==> src/rtl/ir_pkg.sv <==
// Shared types and field layout for the IR command controller.
package ir_pkg;

  // Controller sequencing states.
  typedef enum logic [1:0] {
    ST_IDLE  = 2'd0,
    ST_RX    = 2'd1,
    ST_CHECK = 2'd2,
    ST_PUSH  = 2'd3
  } ir_state_e;

  // One queued key: repeat flag plus the 8-bit key code.
  typedef struct packed {
    logic       rpt;
    logic [7:0] code;
  } ir_key_t;

  // Bit positions of the four bytes inside the LSB-first NEC word.
  localparam int ADDR_LSB  = 0;
  localparam int NADDR_LSB = 8;
  localparam int KEY_LSB   = 16;
  localparam int NKEY_LSB  = 24;

  // Extract one byte of the command word starting at bit lsb.
  function automatic logic [7:0] cmd_field(input logic [31:0] cmd, input int lsb);
    return cmd[lsb +: 8];
  endfunction

endpackage

==> src/rtl/ir_key_fifo.sv <==
// Small show-ahead FIFO of ir_key_t entries; pointers carry an extra wrap bit.
module ir_key_fifo
  import ir_pkg::*;
#(
  parameter int DEPTH = 4
) (
  input  logic    clk,
  input  logic    rst,
  input  logic    push,
  input  logic    pop,
  input  ir_key_t din,
  output ir_key_t dout,
  output logic    full,
  output logic    empty
);

  localparam int AW = $clog2(DEPTH);
  localparam logic [AW:0] PTR_ONE = {{AW{1'b0}}, 1'b1};

  ir_key_t     mem [DEPTH];
  logic [AW:0] wr_ptr_q, wr_ptr_d;
  logic [AW:0] rd_ptr_q, rd_ptr_d;
  logic        do_push, do_pop;

  // Status flags and pointer advance; a push into a full FIFO only lands if a pop frees a slot.
  always_comb begin
    empty    = (wr_ptr_q == rd_ptr_q);
    full     = (wr_ptr_q[AW] != rd_ptr_q[AW]) && (wr_ptr_q[AW-1:0] == rd_ptr_q[AW-1:0]);
    do_pop   = pop && !empty;
    do_push  = push && (!full || do_pop);
    wr_ptr_d = do_push ? wr_ptr_q + PTR_ONE : wr_ptr_q;
    rd_ptr_d = do_pop  ? rd_ptr_q + PTR_ONE : rd_ptr_q;
  end

  // Pointer registers.
  always_ff @(posedge clk or posedge rst) begin
    if (rst) begin
      wr_ptr_q <= '0;
      rd_ptr_q <= '0;
    end else begin
      wr_ptr_q <= wr_ptr_d;
      rd_ptr_q <= rd_ptr_d;
    end
  end

  // Storage write; contents need no reset because empty gates the head.
  always_ff @(posedge clk) begin
    if (do_push) begin
      mem[wr_ptr_q[AW-1:0]] <= din;
    end
  end

  assign dout = mem[rd_ptr_q[AW-1:0]];

endmodule

==> src/rtl/ir_command_ctrl.sv <==
// IR receive sequencing: decoder enable tick, frame detection, NEC validation,
// repeat classification and a key FIFO with valid/ready read-out.
module ir_command_ctrl
  import ir_pkg::*;
#(
  parameter int unsigned PRESCALE      = 1,
  parameter logic [7:0]  ADDR          = 8'h00,
  parameter bit          CHECK_ADDR    = 1'b1,
  parameter logic [31:0] REPEAT_CYCLES = 32'd6_000_000,
  parameter int          FIFO_DEPTH    = 4
) (
  input  logic        clk,
  input  logic        rst,
  input  logic        ir_input,
  output logic        dec_enable,
  input  logic        dec_ready,
  input  logic [31:0] dec_command,
  output logic        key_valid,
  output logic [7:0]  key_code,
  output logic        key_repeat,
  input  logic        key_ready,
  output logic [7:0]  err_count,
  output logic        overflow,
  input  logic        stat_clr
);

  localparam logic [15:0] PRE_RELOAD = 16'(PRESCALE - 1);

  logic [15:0] pre_cnt_q, pre_cnt_d;
  logic        dec_enable_q, dec_enable_d;
  logic [2:0]  ir_sync_q, ir_sync_d;
  logic        rdy_q, rdy_d;
  logic        frame_seen_q, frame_seen_d;
  ir_state_e   state_q, state_d;
  logic [31:0] cmd_q, cmd_d;
  logic [7:0]  last_key_q, last_key_d;
  logic [31:0] win_cnt_q, win_cnt_d;
  logic [7:0]  err_count_q, err_count_d;
  logic        overflow_q, overflow_d;

  logic        ir_edge, ready_rise, accept, frame_ok, is_repeat;
  logic        err_inc, fifo_push, fifo_pop, fifo_full, fifo_empty;
  logic [7:0]  rx_key;
  ir_key_t     fifo_din, fifo_dout;

  // Prescaler: reload on zero and emit a one-cycle enable pulse.
  always_comb begin
    pre_cnt_d    = pre_cnt_q - 16'd1;
    dec_enable_d = 1'b0;
    if (pre_cnt_q == 16'd0) begin
      pre_cnt_d    = PRE_RELOAD;
      dec_enable_d = 1'b1;
    end
  end

  // Input synchronizer, ready edge detect and frame activity tracking.
  always_comb begin
    ir_sync_d    = {ir_sync_q[1:0], ir_input};
    ir_edge      = ir_sync_q[1] ^ ir_sync_q[2];
    rdy_d        = dec_ready;
    ready_rise   = dec_ready && !rdy_q;
    accept       = ready_rise && frame_seen_q && (state_q == ST_IDLE || state_q == ST_RX);
    // A same-cycle edge wins so new activity is credited to the next frame.
    frame_seen_d = ir_edge || (frame_seen_q && !accept);
    cmd_d        = accept ? dec_command : cmd_q;
  end

  // Frame validation and repeat classification on the captured word.
  always_comb begin
    rx_key   = cmd_field(cmd_q, KEY_LSB);
    frame_ok = (cmd_field(cmd_q, NADDR_LSB) == ~cmd_field(cmd_q, ADDR_LSB)) &&
               (cmd_field(cmd_q, NKEY_LSB)  == ~rx_key) &&
               (!CHECK_ADDR || cmd_field(cmd_q, ADDR_LSB) == ADDR);
    is_repeat     = (rx_key == last_key_q) && (win_cnt_q < REPEAT_CYCLES);
    fifo_din.rpt  = is_repeat;
    fifo_din.code = rx_key;
  end

  // Next-state and per-state strobes.
  always_comb begin
    state_d   = state_q;
    err_inc   = 1'b0;
    fifo_push = 1'b0;
    case (state_q)
      ST_IDLE: begin
        if (accept) begin
          state_d = ST_CHECK;
        end else if (frame_seen_q) begin
          state_d = ST_RX;
        end
      end
      ST_RX: begin
        if (accept) begin
          state_d = ST_CHECK;
        end
      end
      ST_CHECK: begin
        if (frame_ok) begin
          state_d = ST_PUSH;
        end else begin
          err_inc = 1'b1;
          state_d = ST_IDLE;
        end
      end
      ST_PUSH: begin
        fifo_push = 1'b1;
        state_d   = ST_IDLE;
      end
      default: state_d = ST_IDLE;
    endcase
  end

  // Last-key record, repeat window and status counters; dropped pushes still refresh the record.
  always_comb begin
    fifo_pop    = key_ready && !fifo_empty;
    last_key_d  = last_key_q;
    win_cnt_d   = (win_cnt_q < REPEAT_CYCLES) ? win_cnt_q + 32'd1 : win_cnt_q;
    err_count_d = err_count_q;
    overflow_d  = overflow_q;
    if (fifo_push) begin
      last_key_d = rx_key;
      win_cnt_d  = 32'd0;
    end
    if (stat_clr) begin
      err_count_d = 8'd0;
      overflow_d  = 1'b0;
    end else begin
      if (err_inc && err_count_q != 8'hFF) begin
        err_count_d = err_count_q + 8'd1;
      end
      if (fifo_push && fifo_full && !fifo_pop) begin
        overflow_d = 1'b1;
      end
    end
  end

  // State registers; the window counter starts saturated so the first frame is never a repeat.
  always_ff @(posedge clk or posedge rst) begin
    if (rst) begin
      pre_cnt_q    <= PRE_RELOAD;
      dec_enable_q <= 1'b0;
      ir_sync_q    <= '0;
      rdy_q        <= 1'b0;
      frame_seen_q <= 1'b0;
      state_q      <= ST_IDLE;
      cmd_q        <= '0;
      last_key_q   <= '0;
      win_cnt_q    <= REPEAT_CYCLES;
      err_count_q  <= '0;
      overflow_q   <= 1'b0;
    end else begin
      pre_cnt_q    <= pre_cnt_d;
      dec_enable_q <= dec_enable_d;
      ir_sync_q    <= ir_sync_d;
      rdy_q        <= rdy_d;
      frame_seen_q <= frame_seen_d;
      state_q      <= state_d;
      cmd_q        <= cmd_d;
      last_key_q   <= last_key_d;
      win_cnt_q    <= win_cnt_d;
      err_count_q  <= err_count_d;
      overflow_q   <= overflow_d;
    end
  end

  ir_key_fifo #(
    .DEPTH (FIFO_DEPTH)
  ) u_fifo (
    .clk   (clk),
    .rst   (rst),
    .push  (fifo_push),
    .pop   (fifo_pop),
    .din   (fifo_din),
    .dout  (fifo_dout),
    .full  (fifo_full),
    .empty (fifo_empty)
  );

  // Head fields are forced to zero while the FIFO is empty.
  assign dec_enable = dec_enable_q;
  assign key_valid  = !fifo_empty;
  assign key_code   = fifo_empty ? 8'h00 : fifo_dout.code;
  assign key_repeat = !fifo_empty && fifo_dout.rpt;
  assign err_count  = err_count_q;
  assign overflow   = overflow_q;

endmodule

==> config.mk <==
export PLATFORM = sky130hd
export DESIGN_NAME = ir_command_ctrl
export DESIGN_NICKNAME = d
export VERILOG_FILES = /design/src/rtl/ir_pkg.sv /design/src/rtl/ir_key_fifo.sv /design/src/rtl/ir_command_ctrl.sv
export SDC_FILE = /design/constraint.sdc
export NUM_CORES = 1
export LEC_CHECK = 0
export ABC_AREA = 1
export ABC_CLOCK_PERIOD_IN_PS = 3300
export BUFFER_PORTS_ARGS = -buffer_cell sky130_fd_sc_hd__buf_2
export CORE_ASPECT_RATIO = 0.9
export CORE_MARGIN = 1
export CORE_UTILIZATION = 50
export CTS_CLUSTER_DIAMETER = 150
export DETAILED_ROUTE_END_ITERATION = 8
export HOLD_SLACK_MARGIN = 0.1
export PLACE_DENSITY = 0.71
export SYNTH_ARGS = -nofsm -noshare
export SYNTH_HDL_FRONTEND = slang
export SYNTH_HIERARCHICAL = 1
export SYNTH_SLANG_ARGS = --single-unit
==> constraint.sdc <==
create_clock -name clk -period 3.3 [get_ports clk]
set_input_delay 0.165 -clock clk [delete_from_list [all_inputs] [get_ports clk]]
set_output_delay 0.165 -clock clk [all_outputs]
set_load 0.01 [all_outputs]
Yosys cells after proc, flatten, opt, wreduce, memory -nomap -nowiden

Memories as Yosys holds them, arrays and structs flattened.
Index checks and enable logic that the tools add are counted.
Widths: inputs -> output; s select.

Output and inout port bits: 20
Memories: 1
Bits of input ports: 38
RAM bits: 36
Logic and storage cells: 84
Register bits after elaboration: 111

Memories:

| memory     | words | width | rd ports | clocked after memory_dff | write ports | line              | text |
|---|---|---|---|---|---|---|---|
| u_fifo.mem | 4     | 9     | 1        | 0                        | 1           | ir_key_fifo.sv:20 | `ir_key_t mem [DEPTH];` |

Equality and inequality tests: 12
Add/sub/neg operators: 5
Bitwise logic cells: 3
Mux-type cells: 19
Reduce and logical (&&, ||, !) cells: 30
Magnitude comparators: 1

Operators by type and width:

| operator              | number |
|---|---|
| $mux 32               | 2 |
| $add 32x1->32 const B | 1 |
| $lt 32x23->1 const B  | 1 |
| $eq 8x8->1            | 3 |
| $mux 8                | 3 |
| $logic_not 16->1      | 1 |
| $mux 16               | 1 |
| $not 8->8             | 2 |
| $sub 16x1->16 const B | 1 |
| $logic_and 1x1->1     | 15 |
| $add 8x1->8 const B   | 1 |
| $logic_not 8->1       | 1 |
| $mux 1                | 8 |
| $mux 2                | 4 |
| $ne 8x8->1 const B    | 1 |
| $pmux 2 s4            | 1 |
| $add 3x1->3 const B   | 2 |
| $reduce_bool 2->1     | 3 |
| $logic_not 1->1       | 5 |
| $eq 2x2->1 const B    | 2 |
| $eq 3x3->1            | 1 |
| $logic_or 1x1->1      | 3 |
| $ne 3x3->1 const B    | 1 |
| $eq 2x1->1 const B    | 1 |
| 6 further kinds       | 6 |

Depth between registers and ports, before layout

Gate-level depths: netlist (run 1).

Word-level depth: 9
Mapped depth: 12
Depth with buffers taken out: 12

Cells and area by module

The synthesis (run 1) kept the hierarchy.

By module, submodules not included:

| module          | area an instance (µm²) | cells each | times used | sequential area each (µm²) |
|---|---|---|---|---|
| ir_command_ctrl | 5427.7                 | 716        | 1          | 2640.0 |
| ir_key_fifo     | 1789.2                 | 147        | 1          | 1231.2 |

Worst setup path after synthesis (run 1)

Ideal clock, no wire load.

Kind: register to register
Start point: register u_fifo.rd_ptr_q[2]
End point: memory u_fifo/mem[0][0] (netlist bit), enable pin
Period minus slack after synthesis: 2167 ps
Cell stages (with the launch flop): 12
Required time: 2926 ps
Buffers on the path: 0
Setup time: 374 ps
Slack: 1133 ps
Arrival time: 1793 ps
Path through: dfrtp_1 inv_1 nand2_1 nand2_2 inv_1 nand3_2 inv_1 nor2_1 inv_1 nand4_4 nand2_4 nor2_1

Word-level cells in the longest chain between the ends: 8
Elaborated cells on any way between the ends: 11
Those cells by class: eq/ne: 2; mux: 2; reduce/logical: 7

RTL lines:

| item                         | line                   | text |
|---|---|---|
| from (decl)                  | ir_key_fifo.sv:22      | `logic [AW:0] rd_ptr_q, rd_ptr_d;` |
| from (signal assigned)       | ir_key_fifo.sv:42      | `rd_ptr_q <= rd_ptr_d;` |
| $eq 3x3->1                   | ir_key_fifo.sv:27      | `empty = (wr_ptr_q == rd_ptr_q);` |
| via fifo_empty               | ir_command_ctrl.sv:42  | `logic err_inc, fifo_push, fifo_pop, fifo_full, fifo_empty;` |
| $logic_not 1->1              | ir_command_ctrl.sv:115 | `fifo_pop = key_ready && !fifo_empty;` |
| $logic_and 1x1->1            | ir_command_ctrl.sv:115 |  |
| via fifo_pop                 | ir_command_ctrl.sv:42  |  |
| $logic_and 1x1->1            | ir_key_fifo.sv:29      | `do_pop = pop && !empty;` |
| $logic_or 1x1->1             | ir_key_fifo.sv:30      | `do_push = push && (!full \|\| do_pop);` |
| $logic_and 1x1->1            | ir_key_fifo.sv:30      |  |
| $mux 1                       | ir_key_fifo.sv:48      | `if (do_push) begin` |
| $mux 1 (not written as such) | ir_key_fifo.sv:49      | `mem[wr_ptr_q[AW-1:0]] <= din;` |
| to (decl)                    | ir_key_fifo.sv:20      |  |

The timed path passes the listed nets, and every way through them passes these cells.

Worst setup path after layout (run 1)

Start point: register u_fifo.rd_ptr_q[1]
End point: memory u_fifo/mem[1][2] (netlist bit), enable pin

The elaborated chain is that of the path after synthesis.

==> qor.txt, run 1 <==
Startpoint types: flip-flop
Routed len/inst: 13.36 µm
Syn Inst Count: 863
Die span in y: 116.0 µm
PostCTS Resize Cnt: 0
DR top layer: met4
Hold Buf Count CTS: 36
Core ar.: 0.01406 mm²
Vias in the first global route: 5450
Layout cell share with drive strength beyond 1: 13.89%
Clk Tree Root Cell: clkbuf_16
Max-cap viol count: 0
Starting Density: 51.34%
DR DRC count: 0
First-pass GRT wire length: 25.95 mm
Total vias in the final route: 5776
# diodes: 0
Worst hold path type: primary input to flip-flop
Worst IR Drop VDD: 0.4321 mV
Register area share after synthesis: 53.64%
Clock skew: 0.01014 ns
Critical path capture point: u_fifo/mem[1][2]
Initial antenna violation count: 0
P per Cell Area: 634.3 mW/mm²
Fin worst setup slack: 0.6269 ns
Die X: 128.6 µm
Hold Fails Final Rpt: 0
Gr ovfl total: 0
Period minus WS final: 2.673 ns
Reg2Reg Setup Slack: 0.63 ns
Die ar.: 0.01492 mm²
Mean post-synth cell area: 8.363 µm²
Max-slew headroom: 45.52%
Syn_nets: 909
Reg2Reg Depth: 11
WL met2: 7.425 mm
RSZ-0062 raised after global routing: false
CP arrival: 2.72 ns
Period utilisation layout: 81.00%
Worst-skew pair later-pin latency: 0.42 ns
Static Leak: 4.204 nW
Mapped Area: 0.007217 mm²
Site row count: 41
Area growth syn-to-layout: 19.31%
Largest net degree at the start of global routing: 57
Drt first pass iters: 5
Setup Fix Bufs, Post-CTS: 0
Count of input and output buffers: 57
I/O Pins: 58
Num Clock Sinks: 147
Fin. max-slew vios: 0
Crit end category: flip-flop
Final nets: 1005
Initial DRC count: 445
Total Routing Usage GR: 22.82%
Reg2reg start: u_fifo/rd_ptr_q[1]
Slew @ Worst Pin: 0.8127 ns
Pre-CTS setup slack: 0.6556 ns
Placer Congestion: 0.8531
Post-route ant nets: 0
Via-per-instance ratio: 4.958
H-tree levels: 4
Clock Pin Slew Worst Setup and Hold Paths: 0.06 ns
Register bit total from synthesis: 147
Setup TNS: 0 ns
Met3 WL: 687 µm
CP max FO: 13
CTS Buf Count: 17
Reg2reg end: u_fifo/mem[1][2]
Final Setup Violations: 0
WS Path Type: flip-flop to flip-flop
Final wirelength: 15.56 mm
Fmax: 374.1 MHz
Worst endpoint required time: 3.35 ns
Clock buffer depth: 2
Yosys warnings: 6
CTS tree: built
Netlist cell types: 40
Crit path from: u_fifo/rd_ptr_q[1]
M1 WL: 7.254 mm
Outcome: finished clean
Final Util: 61.26%
DPL Wire Length: 10.30 mm
==> synth_stat cells, drive strengths merged <==
| library cell | number | area share [%] |
|---|---|---|
| xnor2 | 12 | 1.6 |
| xor2 | 25 | 3.0 |
| or2 | 2 | 0.17 |
| o21ai | 65 | 4.8 |
| dfrtp | 101 | 35 |
| and3 | 1 | 0.087 |
| nor3 | 8 | 0.62 |
| a31oi | 1 | 0.29 |
| ha | 8 | 1.4 |
| buf | 15 | 1.2 |
| nand4 | 13 | 1.3 |
| clkbuf | 8 | 0.42 |
| nor2 | 141 | 7.5 |
| inv | 95 | 5.0 |
| a21oi | 5 | 0.35 |
| o22ai | 10 | 0.87 |
| edfxtp | 36 | 15 |
| nand2 | 256 | 14 |
| a21o | 2 | 0.21 |
| nand3 | 47 | 3.4 |
| dfstp | 10 | 3.6 |
| nor3b | 1 | 0.10 |
| nand3b | 1 | 0.10 |
==> critical path, cell delays in order, from the launching register on <==
cell	delay [ns]
dfrtp_1	0.53
inv_2	0.14
nand2_1	0.10
nand2_2	0.09
nand3_2	0.13
inv_1	0.16
nor2_1	0.14
buf_4	0.15
inv_1	0.07
nand4_4	0.12
nand2_4	0.09
nor2_1	0.60
==> cell type report <==
type                    count  area [µm²]
clock inverters            15       145.1
well taps                 193       241.5
multi-input cells         598        2865
clock buffers              17       425.4
inverters                  95       364.1
flip-flops and latches    147        3871
repair buffers            100       698.2
fillers                  1224        5445
==> per-layer routing <==
| metal | track usage [%] | vias up |
|---|---|---|
| li1 | - | 2915 |
| met1 | 30.04 | 2711 |
| met2 | 37.80 | 135 |
| met3 | 4.801 | 15 |
| met4 | 7.686 | 0 |
| met5 | 0 | - |
==> state kept, by name (all words and copies together), names as in the netlist, 2 cells and up <==
| name | count |
|---|---|
| cmd_q | 32 |
| state_q | 2 |
| u_fifo/rd_ptr_q | 3 |
| pre_cnt_q | 16 |
| ir_sync_q | 3 |
| err_count | 8 |
| u_fifo/wr_ptr_q | 3 |
| u_fifo/mem | 36 |
| last_key_q | 8 |
| win_cnt_q | 32 |
==> worst min path at each step <==
stage	from	endpoint	slack, ns	cells after the start
floorplan	rst	u_fifo/rd_ptr_q[0]	-0.04	1
global placement	rst	u_fifo/wr_ptr_q[1]	0.15	2
detailed placement	rst	u_fifo/wr_ptr_q[1]	0.14	2
CTS	key_ready	u_fifo/rd_ptr_q[0]	0.22	6
global route	rst	u_fifo/wr_ptr_q[1]	0.27	3
finish	key_ready	u_fifo/rd_ptr_q[2]	0.23	6
==> where the power goes <==
part	switching [W]	leakage [nW]	total [W]	internal, W
Combinational	0.000780	2.20	0.00128	0.000502
Clock	0.000793	0.273	0.00185	0.00106
Sequential	0.000219	1.74	0.00233	0.00211
Total	0.00179	4.20	0.00546	0.00367
==> per-stage QoR <==
step	instances	hold WS [ns]	power, W	area, µm²
floorplan	863	-0.04404	0.003242	7217
global placement	1097	0.1482	0.003586	7680
finish	1165	0.2295	0.005462	8611
CTS	1165	0.2187	0.005508	8611
global route	1165	0.2685	0.005806	8611
detailed placement	1097	0.1443	0.003608	7680
==> cell families after synthesis <==
family	synth area share, %
AOI/OAI and AO/OA	6.536
xor gates and xnor gates	4.594
adders and majority gates	1.387
buffers and inverters	6.675
DFF	53.64
and+or+nand+nor	27.17
==> cell usage in the layout, fill, tap and decap left out, types with 2 or more instances in the layout <==
cell type | netlist | final
inv_6 | 1 | 6
nor2_1 | 137 | 137
nand2_4 | 3 | 3
nor3_1 | 7 | 7
inv_1 | 92 | 91
dfrtp_1 | 101 | 101
dlygate4sd3_1 | 0 | 36
nand2_1 | 248 | 248
nand3_2 | 2 | 2
o21ai_0 | 55 | 55
clkbuf_16 | 0 | 17
o22ai_1 | 10 | 10
xor2_1 | 25 | 25
clkinvlp_4 | 0 | 3
o21ai_1 | 4 | 4
a21oi_1 | 5 | 5
a21o_1 | 2 | 2
nand3_1 | 45 | 45
clkinv_4 | 0 | 2
nand2_2 | 5 | 5
ha_1 | 8 | 8
inv_8 | 0 | 2
inv_2 | 2 | 2
edfxtp_1 | 36 | 36
o21ai_2 | 6 | 6
buf_4 | 1 | 7
dfstp_2 | 10 | 10
xnor2_1 | 11 | 11
nor2_2 | 3 | 3
nand4_1 | 12 | 12
buf_2 | 9 | 57
(Power assumes the default switching activity.)
==> inputs of run 2 (changes only) <==
ABC_CLOCK_PERIOD_IN_PS = 2670   (was 3300)
clock period = 2.67 ns   (was 3.3 ns; I/O delays follow)
==> run 2 against run 1 <==
Setup slack worse by 0.36 ns. Critical path type unchanged. Via count is 1.0% lower. Maximum frequency is 11% higher. Clock skew is 0.0022 ns lower. Utilization is 0.26 points higher. Clock power is 23% higher. Largest power group unchanged. Clock-buffer cell count stayed put. Critical endpoint is now u_fifo/mem[0][7]. Wire length is 2.7% lower. Die area stayed put.
==> qor.txt, run 2 (synthesized netlist as in run 1, its figures left out) <==
Final wirelength: 15.15 mm (-2.7%)
Met1 global-route usage: 30.79% (+0.75 points)
Clk Tree Root Cell: clkbuf_16
Slew @ Worst Pin: 0.7407 ns (-0.07203 ns)
I/O Pins: 58 (unchanged)
Max-cap viol count: 0 (unchanged)
Largest net degree at the start of global routing: 56 (-1.8%)
Crit end category: flip-flop
Num Clock Sinks: 147 (unchanged)
Most common cell after layout, fill and taps aside: nand2_1
Final Setup Violations: 0 (unchanged)
Routed len/inst: 12.97 µm (-2.9%)
Placed cell areas: 0.007721 mm² (+0.54%)
Starting Density: 51.34% (unchanged)
Worst IR Drop VDD: 0.4515 mV (+4.5%)
Placed instance count: 1099 (+0.18%)
CTS Buf Count: 17 (unchanged)
DR DRC count: 0 (unchanged)
Fin cells: 1168 (+0.26%)
Clock skew: 0.007975 ns (-0.002165 ns)
Final Util: 61.52% (+0.26 points)
Initial DRC count: 374 (-16%)
Initial antenna violation count: 1 (+1)
Setup Fix Bufs, Post-CTS: 0 (unchanged)
Vias in the first global route: 5400 (-0.92%)
Area occupied by multi-input gates: 0.002865 mm² (unchanged)
Placer Congestion: 0.8346 (-2.2%)
DPL Wire Length: 10.19 mm (-1.1%)
Total Routing Usage GR: 22.63% (-0.18 points)
Die ar.: 0.01492 mm² (unchanged)
Total vias in the final route: 5716 (-1.0%)
PostCTS Resize Cnt: 0 (unchanged)
Worst-skew pair later-pin latency: 0.42 ns (about the same)
Design area: 0.008647 mm² (+0.42%)
Max-slew headroom: 50.52% (+5.0 points)
RSZ-0062 raised after global routing: false
Clock buffer depth: 2 (unchanged)
Startpoint types: flip-flop
Area growth syn-to-layout: 19.82%
M3 GR Usage: 5.540% (+0.74 points)
Drt first pass iters: 5 (unchanged)
Final nets: 1007 (+0.20%)
WS Path Type: flip-flop to flip-flop
Period utilisation layout: 90.17% (+9.2 points)
Site row count: 41 (unchanged)
P per Cell Area: 779.9 mW/mm² (+23%)
Outcome: finished clean
Via-per-instance ratio: 4.894 (-1.3%)
Layout cell share with drive strength beyond 1: 14.17% (+0.28 points)
Fin. max-slew vios: 0 (unchanged)
Commonest cells after routing, fill and taps aside: 248 x nand2_1, 137 x nor2_1, 101 x dfrtp_1
Die X: 128.6 µm (unchanged)
Hold Fails Final Rpt: 0 (unchanged)
Count of input and output buffers: 57 (unchanged)
CP arrival: 2.46 ns (-0.26 ns)
Met2 Use GR: 35.64% (-2.2 points)
First-pass GRT wire length: 25.79 mm (-0.61%)
Die span in y: 116.0 µm (unchanged)
Period minus WS final: 2.407 ns (-0.2657 ns)
CTS tree: built
Fillers: 1256 (+2.6%)
Gr ovfl total: 0 (unchanged)
CP max FO: 13 (unchanged)
Post-route ant nets: 0 (unchanged)
Most used routing layer: met2
H-tree levels: 4 (unchanged)
Storage element area: 0.003871 mm² (unchanged)
Clock Pin Slew Worst Setup and Hold Paths: 0.06 ns (about the same)
Core ar.: 0.01406 mm² (unchanged)
Max reg flops: 36 (unchanged)
Fmax: 415.4 MHz (+11%)
Worst hold path type: primary input to flip-flop
Static Leak: 4.221 nW (+0.39%)
Setup TNS: 0 ns (unchanged)
Worst endpoint required time: 2.72 ns (-0.63 ns)
run 2: worst max-delay path, stage by stage (launching register included):
cell     delay, ns
dfrtp_1       0.53
inv_2         0.13
nand2_1       0.09
nand2_2       0.08
nand3_2       0.13
inv_1         0.06
nor2_1        0.14
inv_1         0.09
nand4_4       0.12
nand2_4       0.09
nor2_1        0.56
run 2: cell type report:
class / count / area share, %
timing repair buffer: 102 / 8.537
sequential: 147 / 44.77
inverter: 95 / 4.225
antenna: 1 / 0.02894
clock buffer: 17 / 4.920
tap: 193 / 2.793
multi-input combinational: 598 / 33.14
clock inverter: 15 / 1.592
run 2: power by group:
part	leakage, nW	total (W)	switching (W)	internal [W]
registers	1.74	0.00288	0.000270	0.00261
clock network	0.275	0.00227	0.00103	0.00123
logic	2.21	0.00160	0.000956	0.000642
run 2: worst paths after layout:
check	from	slack [ns]	to	depth (start not counted)
min in group asynchronous	rst	0.22	u_fifo/rd_ptr_q[2]	3
worst min-delay path	key_ready	0.20	u_fifo/rd_ptr_q[1]	6
worst min register to register	ir_sync_q[0]	0.36	ir_sync_q[1]	0
max in group asynchronous	rst	1.61	win_cnt_q[3]	4
worst max register to register	u_fifo/rd_ptr_q[1]	0.26	u_fifo/mem[0][7]	10
worst max-delay path	u_fifo/rd_ptr_q[1]	0.26	u_fifo/mem[0][7]	10
run 2: what timing repair did:
action | CTS | global route
endpoints found under the hold margin | 62 | 0
endpoints found under the setup margin | 0 | 0
hold buffers | 36 | 0
run 2: stage by stage:
stage          worst slack (ns)  power, W  hold slack [ns]
4_1_cts                  0.2565  0.006797           0.1959
3_5_place_dp             0.2710  0.004481          0.09653
6_report                 0.2626  0.006744           0.2024
3_3_place_gp             0.3586  0.004468          0.09545
2_1_floorplan            0.5028  0.004007         -0.07554
5_1_grt                 0.03604  0.007218           0.2338
run 2: metal layers:
metal / share of wire, % / up-vias
li1: - / 2928
met5: 0 / -
met1: 49 / 2643
met2: 45 / 123
met4: 1.8 / 0
met3: 4.2 / 22
